### src/rtl/fx_bus_pkg.sv
// Shared definitions for the fx bus arbiter: widths, address layout, FSM encoding, txn payload.
package fx_bus_pkg;

    localparam int unsigned FX_AW     = 16;
    localparam int unsigned FX_DW     = 8;
    localparam int unsigned FX_MOD_W  = 6;
    localparam int unsigned FX_REG_W  = 8;
    localparam int unsigned FX_RSVD_W = FX_AW - FX_MOD_W - FX_REG_W;

    // fx address: [15:14] unused, [13:8] module id, [7:0] register
    typedef struct packed {
        logic [FX_RSVD_W-1:0] rsvd;
        logic [FX_MOD_W-1:0]  mod_id;
        logic [FX_REG_W-1:0]  regn;
    } fx_addr_t;

    // Transaction latched from the granted requester
    typedef struct packed {
        logic                 wr;
        fx_addr_t             addr;
        logic [FX_DW-1:0]     wdata;
    } fx_txn_t;

    typedef enum logic [2:0] {
        ST_IDLE = 3'd0,
        ST_WR   = 3'd1,
        ST_RD   = 3'd2,
        ST_CAP  = 3'd3,
        ST_ACK  = 3'd4
    } fx_state_e;

endpackage

### src/rtl/fx_arb_rr2.sv
// Two-way round-robin arbiter; pointer remembers the last accepted grant.
module fx_arb_rr2 (
    input  logic       clk_sys,
    input  logic       rst,
    input  logic [1:0] req_i,
    input  logic       accept_i,
    output logic       gnt_valid_c,
    output logic       gnt_id_c,
    output logic       last_o
);

    logic last_q;
    logic last_d;

    // Grant selection: lone requester wins, a tie goes to the one not served last
    always_comb begin
        gnt_valid_c = |req_i;
        gnt_id_c    = 1'b0;
        last_d      = last_q;
        unique case (req_i)
            2'b01:   gnt_id_c = 1'b0;
            2'b10:   gnt_id_c = 1'b1;
            2'b11:   gnt_id_c = ~last_q;
            default: gnt_id_c = 1'b0;
        endcase
        if (accept_i && gnt_valid_c) begin
            last_d = gnt_id_c;
        end
    end

    // Pointer register; resets to 1 so requester 0 wins the first tie
    always_ff @(posedge clk_sys or posedge rst) begin
        if (rst) begin
            last_q <= 1'b1;
        end else begin
            last_q <= last_d;
        end
    end

    assign last_o = last_q;

endmodule

### src/rtl/fx_bus_arb.sv
// fx bus master shared by two requesters: arbitrate, run one write/read strobe, ack the winner.
module fx_bus_arb
    import fx_bus_pkg::*;
(
    input  logic             clk_sys,
    input  logic             rst,
    input  logic             req0,
    input  logic             wr0,
    input  logic [FX_AW-1:0] addr0,
    input  logic [FX_DW-1:0] wdata0,
    output logic             ack0,
    output logic [FX_DW-1:0] rdata0,
    input  logic             req1,
    input  logic             wr1,
    input  logic [FX_AW-1:0] addr1,
    input  logic [FX_DW-1:0] wdata1,
    output logic             ack1,
    output logic [FX_DW-1:0] rdata1,
    output logic             fx_wr,
    output logic [FX_AW-1:0] fx_waddr,
    output logic [FX_DW-1:0] fx_data,
    output logic             fx_rd,
    output logic [FX_AW-1:0] fx_raddr,
    input  logic [FX_DW-1:0] fx_q,
    output logic             busy,
    output logic             gnt_id
);

    fx_state_e        state_q, state_d;
    fx_txn_t          txn_q, txn_d;
    fx_txn_t          sel_txn;
    logic             gnt_valid_c;
    logic             gnt_id_c;
    logic             last_id;

    logic             fx_wr_q, fx_wr_d;
    logic [FX_AW-1:0] fx_waddr_q, fx_waddr_d;
    logic [FX_DW-1:0] fx_data_q, fx_data_d;
    logic             fx_rd_q, fx_rd_d;
    logic [FX_AW-1:0] fx_raddr_q, fx_raddr_d;
    logic [1:0]       ack_q, ack_d;
    logic [FX_DW-1:0] rdata0_q, rdata0_d;
    logic [FX_DW-1:0] rdata1_q, rdata1_d;
    logic             busy_q, busy_d;

    fx_arb_rr2 u_arb (
        .clk_sys     (clk_sys),
        .rst         (rst),
        .req_i       ({req1, req0}),
        .accept_i    (state_q == ST_IDLE),
        .gnt_valid_c (gnt_valid_c),
        .gnt_id_c    (gnt_id_c),
        .last_o      (last_id)
    );

    // Candidate transaction from whichever requester the arbiter picks
    always_comb begin
        if (gnt_id_c) begin
            sel_txn = fx_txn_t'{wr1, fx_addr_t'(addr1), wdata1};
        end else begin
            sel_txn = fx_txn_t'{wr0, fx_addr_t'(addr0), wdata0};
        end
    end

    // State and latched transaction registers
    always_ff @(posedge clk_sys or posedge rst) begin
        if (rst) begin
            state_q <= ST_IDLE;
            txn_q   <= '0;
        end else begin
            state_q <= state_d;
            txn_q   <= txn_d;
        end
    end

    // Next state; requester inputs are only looked at in IDLE
    always_comb begin
        state_d = state_q;
        txn_d   = txn_q;
        unique case (state_q)
            ST_IDLE: begin
                if (gnt_valid_c) begin
                    txn_d   = sel_txn;
                    state_d = sel_txn.wr ? ST_WR : ST_RD;
                end
            end
            ST_WR:   state_d = ST_ACK;
            ST_RD:   state_d = ST_CAP;
            ST_CAP:  state_d = ST_ACK;
            ST_ACK:  state_d = ST_IDLE;
            default: state_d = ST_IDLE;
        endcase
    end

    // Output next-values decoded from the upcoming state so registered outputs align with it
    always_comb begin
        fx_wr_d    = 1'b0;
        fx_waddr_d = '0;
        fx_data_d  = '0;
        fx_rd_d    = 1'b0;
        fx_raddr_d = '0;
        ack_d      = 2'b00;
        rdata0_d   = rdata0_q;
        rdata1_d   = rdata1_q;
        busy_d     = (state_d != ST_IDLE);
        if (state_d == ST_WR) begin
            fx_wr_d    = 1'b1;
            fx_waddr_d = txn_d.addr;
            fx_data_d  = txn_d.wdata;
        end
        if (state_d == ST_RD) begin
            fx_rd_d    = 1'b1;
            fx_raddr_d = txn_d.addr;
        end
        if (state_d == ST_ACK) begin
            ack_d = last_id ? 2'b10 : 2'b01;
        end
        // Slave answers during CAP; capture into the served requester's read register
        if (state_q == ST_CAP) begin
            if (last_id) begin
                rdata1_d = fx_q;
            end else begin
                rdata0_d = fx_q;
            end
        end
    end

    // Output registers
    always_ff @(posedge clk_sys or posedge rst) begin
        if (rst) begin
            fx_wr_q    <= 1'b0;
            fx_waddr_q <= '0;
            fx_data_q  <= '0;
            fx_rd_q    <= 1'b0;
            fx_raddr_q <= '0;
            ack_q      <= 2'b00;
            rdata0_q   <= '0;
            rdata1_q   <= '0;
            busy_q     <= 1'b0;
        end else begin
            fx_wr_q    <= fx_wr_d;
            fx_waddr_q <= fx_waddr_d;
            fx_data_q  <= fx_data_d;
            fx_rd_q    <= fx_rd_d;
            fx_raddr_q <= fx_raddr_d;
            ack_q      <= ack_d;
            rdata0_q   <= rdata0_d;
            rdata1_q   <= rdata1_d;
            busy_q     <= busy_d;
        end
    end

    assign fx_wr    = fx_wr_q;
    assign fx_waddr = fx_waddr_q;
    assign fx_data  = fx_data_q;
    assign fx_rd    = fx_rd_q;
    assign fx_raddr = fx_raddr_q;
    assign ack0     = ack_q[0];
    assign ack1     = ack_q[1];
    assign rdata0   = rdata0_q;
    assign rdata1   = rdata1_q;
    assign busy     = busy_q;
    assign gnt_id   = last_id;

endmodule

### config.mk
export PLATFORM = sky130hd
export DESIGN_NAME = fx_bus_arb
export DESIGN_NICKNAME = d
export VERILOG_FILES = /design/src/rtl/fx_bus_pkg.sv /design/src/rtl/fx_arb_rr2.sv /design/src/rtl/fx_bus_arb.sv
export SDC_FILE = /design/constraint.sdc
export NUM_CORES = 1
export LEC_CHECK = 0
export CAP_MARGIN = 0
export CORE_MARGIN = 3
export CORE_UTILIZATION = 44
export DETAILED_ROUTE_END_ITERATION = 7
export PLACE_DENSITY = 0.86
export SETUP_SLACK_MARGIN = 0.15
export SYNTH_ARGS = -nofsm -noshare
export SYNTH_HDL_FRONTEND = slang
export SYNTH_SLANG_ARGS = --single-unit
### constraint.sdc
create_clock -name clk_sys -period 3.4 [get_ports clk_sys]
set_input_delay 0.85 -clock clk_sys [delete_from_list [all_inputs] [get_ports clk_sys]]
set_output_delay 0.85 -clock clk_sys [all_outputs]
set_load 0.005 [all_outputs]
* Word-level counts from Yosys, hierarchy flattened
Index checks and enable logic that the tools add are counted.
Storage, ports and cells: flip-flop bits (word level) 89, bits of input ports 62, output and inout bits 62, word-level logic and storage cells 45
Cells by class: equality and inequality tests 8, muxes and demuxes 14, bitwise logic cells 1, reduce and logical (&&, ||, !) cells 7
Operators with widths (count):
- $mux 24 | 2
- $mux 16 | 2
- $mux 25 | 1
- $eq 3x2->1 const B | 3
- $pmux 3 s3 | 1
- $mux 8 | 1
- $eq 3x1->1 const B | 2
- $mux 2 | 3
- $eq 2x2->1 const B | 2
- $reduce_and 2->1 | 2
- $reduce_or 2->1 | 2
- $eq 3x3->1 const B | 1
- $logic_not 3->1 | 1
- $mux 3 | 1
- $reduce_bool 3->1 | 1
- $mux 1 | 2
- $pmux 1 s2 | 1
- $logic_and 1x1->1 | 1
- $not 1->1 | 1

* Logic depth before layout (Yosys ltp)
Gate-level depths: netlist (run 1).
word-level depth 8, gate-level depth with buffers 6, mapped depth without buffers 3

* Modules after synthesis
A second synthesis (run 1) with hierarchy kept.
Second synthesis, totals: cells, all modules 182, area, all modules 2538.7 um2
By module, submodules not included:
- fx_bus_arb | instances 1, cells each 176, area each 2483.6 um2, sequential area each 1601.5 um2
- fx_arb_rr2 | instances 1, cells each 6, area each 55.1 um2, sequential area each 26.3 um2

* Worst setup path before layout (run 1)
OpenSTA, ideal clock, no wires.
kind input to register, start point in req1, end point reg fx_data_q[0], in the netlist fx_data[0], setup time 0.125 ns, arrival 1.725 ns, data required time 3.275 ns, path slack 1.550 ns, cell stages on the path 5, path buffers 2, path through nor2b_1 -> buf_2 -> o32ai_4 -> buf_2 -> nor3_1
Between the ends: longest elaborated chain between the ends 8, elaborated cells on any way between the ends 12, those cells by class eq/ne (3); mux (8); reduce/logical (1)
RTL lines:
- start: declaration | RTL line fx_bus_arb.sv:13 | input logic req1,
- $eq 2x2->1 | RTL line fx_arb_rr2.sv:20 | unique case (req_i)
- $pmux 1 s2 | RTL line fx_arb_rr2.sv:20
- $mux 25 | RTL line fx_bus_arb.sv:58 | if (gnt_id_c) begin
- $mux 2 | RTL line fx_bus_arb.sv:84 | state_d = sel_txn.wr ? ST_WR : ST_RD;
- $mux 3 | RTL line fx_bus_arb.sv:82 | if (gnt_valid_c) begin
- $pmux 3 s3 | RTL line fx_bus_arb.sv:80 | unique case (state_q)
- $eq 3x1->1 | RTL line fx_bus_arb.sv:106 | if (state_d == ST_WR) begin
- $mux 8 (*) | RTL line fx_bus_arb.sv:106
- net fx_data_d[0] | RTL line fx_bus_arb.sv:38 | logic [FX_DW-1:0] fx_data_q, fx_data_d;
- end signal: assignment | RTL line fx_bus_arb.sv:143 | fx_data_q <= fx_data_d;
- end: declaration | RTL line fx_bus_arb.sv:38
Mark *: on every way through the listed nets, which the timed path passes. The rest lies on a longest branch. A chain may end at the register's enable or synchronous reset.

* Worst setup path after layout (run 1)
start point reg u_arb.last_q, in the netlist u_arb.last_o, end point out gnt_id
RTL lines:
- start: declaration | RTL line fx_arb_rr2.sv:12 | logic last_q;
- start signal: assignment | RTL line fx_arb_rr2.sv:36 | last_q <= last_d;
- end: declaration | RTL line fx_bus_arb.sv:26 | output logic gnt_id
No word-level cell between the ends.

==> results of run 1 <==
[through the flow]
step | cell area, µm² | hold WS, ns | utilization [%] | total power, mW | setup WS [ns]
after global placement | 4630 | 0.488 | 63.5 | 2.86 | 0.804
after detailed placement | 4630 | 0.499 | 63.5 | 2.92 | 0.718
after floorplan | 3340 | 0.478 | - | 2.21 | 0.472
after global routing | 4810 | 0.543 | 66.0 | 3.77 | 0.932
after CTS | 4810 | 0.518 | 66.0 | 3.57 | 0.993
final | 4810 | 0.515 | 66.0 | 3.55 | 1.00
[final cells by class]
type	instances	area, µm²
Sequential cell	81	2030
Multi-Input combinational cell	157	1170
Timing Repair Buffer	132	1300
Fill cell	528	2480
Clock buffer	10	138
Inverter	2	8.76
Tap cell	99	124
Clock inverter	6	48.8
[cells by family (layout without fill, tap and decap cells)]
logic type,after synthesis,in the layout,share of synthesized area [%]
AO/OA/AOI/OAI,57,57,12.0
AND/OR/NAND/NOR,60,60,10.3
flip-flops,81,81,60.8
buffers and inverters,26,150,4.28
multiplexers,40,40,12.6
[Yosys cell counts, types with 2 or more instances]
library cell and n:
buf_6 2, dfrtp_1 80, a21oi_1 34, nor2b_1 4
nor3_1 25, buf_4 2, and2_1 2, mux2_2 16
buf_2 18, nor4_1 15, nand3_1 2, o32ai_1 16
nand2_1 3, mux2i_1 24, nor2_1 4
[metal layers]
layer | GRT usage (%) | routed length [µm] | vias to the layer above
li1 | - | - | 1217
met1 | 24.9 | 3490 | 1292
met2 | 37.8 | 4610 | 103
met3 | 7.32 | 692 | 12
met4 | 6.84 | 159 | 0
met5 | 0 | 0 | -
[power by group through the flow]
stage / Combinational, mW / Sequential (mW) / Clock [mW]
finish: 1.43 / 1.48 / 0.643
floorplan: 0.729 / 1.48 / 0
CTS: 1.44 / 1.48 / 0.650
global placement: 1.37 / 1.49 / 0
detailed placement: 1.42 / 1.50 / 0
global route: 1.55 / 1.52 / 0.694
[worst paths after layout]
check | endpoint | slack [ns] | cells after the start
worst min register to register | txn_q[16] | 0.51 | 2
max in group asynchronous | ack_q[1] | 1.75 | 3
min in group asynchronous | fx_waddr[7] | 0.94 | 2
worst min-delay path | txn_q[16] | 0.51 | 2
worst max register to register | fx_raddr[4] | 1.39 | 4
worst max-delay path | gnt_id | 1.00 | 1
[registers in the layout (all words and copies together), names as in the netlist]
name	flops
fx_raddr	16
fx_waddr	16
txn_q	16
fx_data	8
rdata0	8
rdata1	8
state_q	3
ack_q	2
busy	1
fx_rd	1
fx_wr	1
u_arb.last_o	1
==> reports/results.txt, run 1 <==
Starting DRT DRC Count = 79
Worst Setup Path Type = flop to primary output
DIE AREA = 8660 µm²
die width = 93.1 µm
crit path launch = u_arb.last_o
Area Growth Syn to Fin = 44.3%
Synth Cell Area = 3340 µm²
cell taking the most area after synthesis = dfrtp_1
post-CTS setup repair buffer count = 0
VDD IR max = 265 µV
pin count of the biggest net entering global routing = 50
Synth area leaders = dfrtp_1 60%, mux2i_1 7.2%, mux2_2 5.4%
setup tns final = 0 ns
Max clock buf depth = 2
first-pass GRT wire length = 14.1 mm
DPL Wire Length = 6.76 mm
io pins = 124
FF+latch count, synth = 81
status = completed
post-DR vias/cell = 5.39
DRT Pass-1 Iters = 4
Cell Int Power = 2.39 mW
DIE HEIGHT = 93.1 µm
Crit path max-delay family = flip-flops
Max Fanout on Critical Path = 11
Initial Utilization = 45.7%
layout cells sized above 1 = 13.7%
row cnt = 31
final hold vios = 0
most common cell after layout, fill and taps aside = clkdlybuf4s50_1
Final #Nets = 445
fin crit period = 2.40 ns
CP arrival = 1.55 ns
H-tree Lvls = 3
f_max = 0.417 GHz
ant diodes = 0
switching power = 1.16 mW
initial antenna violation count = 0
Buf/Inv on CP = 1
core footprint = 7290 µm²
post-synth top area share = 60.0%
DR vias = 2624
Reg-to-Reg Start = state_q[1]
cts repair resizes = 0
Clock Skew = 0.0114 ns
unique cell type count in the Yosys netlist = 32
yosys warns = 0
number of global-route vias before repair = 2728
Reg power frac = 41.7%
I/O Buffers = 123
Post-synth ARST share = 100%
# hold bufs at CTS = 0
ys flop type = dfrtp_1
post-route ant nets = 0
placed insts = 471
insertion delay to the later sink of the worst-skew pair = 0.36 ns
CTS Buf Count = 9
Worst-Margin Slew = 0.788 ns
final wirelength = 8.95 mm
Syn Inst Count = 264
Wirelength per Cell = 18.4 µm
CP Launch Type = flop
CP Cell Sequence = clkdlybuf4s50_1
Slowest-stage cell, CP = dfstp_2
Syn Area/Cell = 12.6 µm²
worst min-delay path class = flop to flop
Leak = 2.00 nW
clock-pin slew on the worst setup and hold paths = 0.08 ns
Final Max Slew Viols = 0
hold path start = txn_q[16]
root buffer cell = clkbuf_8
GR Util All Layers = 21.6%
Pwr Density = 738 nW/µm²
sequential share of the synthesized area = 60.8%
GP Congestion = 0.897
maxcap violations = 0
Synthesized Nets = 326
fin crit share = 70.5%
CP peak stage delay = 0.65 ns
number of flops mapped to enable cells by yosys = 0
TritonCTS clock tree = done
DRC violations left = 0
slew margin rel. = 47.4%
crit end category = primary output
Switching Share = 32.7%
clock network fraction of total power = 18.1%
Comb power frac = 40.2%
clk sinks = 81
Worst EP required = 2.55 ns
total grt overflow = 0
commonest cells after routing, fill and taps aside = 123 x clkdlybuf4s50_1, 80 x dfrtp_1, 34 x a21oi_1, 25 x nor3_1, 24 x mux2i_1
RSZ-0062 raised after global routing = false
final setup fails = 0
fin cells = 487
(Power assumes the default switching activity.)
==> run 2, diff against run 1 <==
--- a/config.mk
+++ b/config.mk
@@ -7,9 +7,9 @@
 export LEC_CHECK = 0
 export CAP_MARGIN = 0
 export CORE_MARGIN = 3
-export CORE_UTILIZATION = 44
+export CORE_UTILIZATION = 40
 export DETAILED_ROUTE_END_ITERATION = 7
-export PLACE_DENSITY = 0.86
+export PLACE_DENSITY = 0.82
 export SETUP_SLACK_MARGIN = 0.15
 export SYNTH_ARGS = -nofsm -noshare
 export SYNTH_HDL_FRONTEND = slang
==> constraint.sdc (replaced) <==
create_clock -name clk_sys -period 1.9 [get_ports clk_sys]
set_input_delay 0.475 -clock clk_sys [delete_from_list [all_inputs] [get_ports clk_sys]]
set_output_delay 0.475 -clock clk_sys [all_outputs]
set_load 0.005 [all_outputs]
==> reports/results.txt, run 2 (synthesis gave the netlist of run 1 again) <==
status = completed
final wirelength = 8.79 mm
Worst-Margin Slew = 0.447 ns
commonest cells after routing, fill and taps aside = 121 x clkdlybuf4s50_1, 80 x dfrtp_1, 34 x a21oi_1, 25 x nor3_1, 24 x mux2i_1
final hold vios = 0
pin count of the biggest net entering global routing = 82
post-DR vias/cell = 5.27
crit end category = primary output
RSZ-0062 raised after global routing = false
Max Fanout on Critical Path = 1
GP Congestion = 0.851
DIE AREA = 9470 µm²
TritonCTS clock tree = done
Leak = 2.14 nW
CP Cell Sequence = clkdlybuf4s50_1
io pins = 124
hold path start = rdata1[1]
DRT Pass-1 Iters = 4
DPL Wire Length = 6.49 mm
final setup fails = 0
GR Util All Layers = 18.9%
core footprint = 7930 µm²
fin crit share = 89.6%
Buf/Inv on CP = 1
VDD IR max = 615 µV
DRC violations left = 0
PnR Total Power = 6.62 mW
final instance area = 5070 µm²
dpl cell area = 4870 µm²
dpl ws = -0.189 ns
Reg2Reg Setup Slack = 0.27 ns
fin crit period = 1.70 ns
slew margin rel. = 70.1%
Crit path max-delay family = buffers and inverters
maxcap violations = 0
H-tree Lvls = 3
DR vias = 2679
CP peak stage delay = 0.51 ns
Worst Slack Setup Final = 0.198 ns
Wirelength per Cell = 17.3 µm
Worst Setup Path Type = flop to primary output
Starting DRT DRC Count = 121
Pwr Density = 1310 nW/µm²
Reg-to-Reg Start = u_arb.last_o
worst hold stages = 1
placed insts = 490
first-pass GRT wire length = 14.3 mm
ant diodes = 0
row cnt = 32
number of global-route vias before repair = 2741
CP arrival = 1.23 ns
f_max = 0.588 GHz
CTS Buf Count = 9
Slowest-stage cell, CP = clkdlybuf4s50_1
Max clock buf depth = 2
Final #Nets = 464
FF-to-FF End = fx_waddr[14]
most common cell after layout, fill and taps aside = clkdlybuf4s50_1
CP Launch Type = flop
hold path endpoint = rdata1[1]
worst hold slack = 0.504 ns
Clock Skew = 0.00789 ns
fin cells = 508
clk sinks = 81
clock-pin slew on the worst setup and hold paths = 0.07 ns
Initial Utilization = 42.1%
initial antenna violation count = 0
total grt overflow = 0
post-route ant nets = 0
cells on worst reg2reg path = 5
layout cells sized above 1 = 17.2%
Worst EP required = 1.42 ns
root buffer cell = clkbuf_8
die width = 97.3 µm
Area Growth Syn to Fin = 51.9%
I/O Buffers = 123
Final Max Slew Viols = 0
worst min-delay path class = flop to flop
DIE HEIGHT = 97.3 µm
insertion delay to the later sink of the worst-skew pair = 0.34 ns
-- run 2: cell count changes in the layout (fill, tap and decap cells not counted), sizes merged --
| cell | previous run | this run |
|---|---|---|
| buf | 9 | 28 |
| clkinv | 1 | 3 |
| clkdlybuf4s50 | 123 | 121 |
| clkinvlp | 3 | 1 |
| inv | 4 | 1 |
| dlymetal6s2s | 0 | 1 |
| dlygate4sd2 | 0 | 1 |
| clkbuf | 10 | 12 |
-- run 2: power by group --
part	switching (mW)	leakage (nW)	internal, mW
clock network	0.568	0.0802	0.467
logic	1.27	1.04	1.71
registers	0.255	1.02	2.35
-- run 2: worst max path at each step --
stage                  from            to  slack [ns]  depth (start not counted)
2_1_floorplan  u_arb.last_o    fx_data[0]        0.28                          6
3_3_place_gp           req1   fx_raddr[0]       -0.09                          5
3_5_place_dp           req1   fx_raddr[2]       -0.19                          5
4_1_cts                req1   fx_raddr[4]        0.18                          5
5_1_grt           rdata0[7]     rdata0[7]        0.15                          1
6_report       fx_raddr[13]  fx_raddr[13]        0.20                          1
-- run 2: metrics by stage --
stage | util, % | TNS, ns
CTS | 63.4 | 0
detailed placement | 61.4 | -3.84
global placement | 61.4 | -1.37
floorplan | - | 0
finish | 63.9 | 0
global route | 63.9 | 0
-- run 2: timing repair --
action | in CTS | in global routing
buffers inserted | 1 | 2
pin swaps | 0 | 2
setup endpoints to repair | 1 | 11
resized for setup | 1 | 3
hold buffers | 0 | 0
-- run 2: cell type report --
cell class	count	area, µm²
fill	606	2860
sequential	81	2030
timing repair buffer	151	1570
multi-input combinational	157	1180
clock buffer	12	135
tap	102	128
clock inverter	3	18.8
inverter	2	11.3
-- run 2: layer usage --
layer / routed length [µm] / track usage (%) / up-vias
li1: - / - / 1255
met1: 3700 / 24.4 / 1322
met2: 4480 / 31.4 / 88
met3: 463 / 5.24 / 14
met4: 149 / 5.43 / 0
met5: 0 / 0 / -
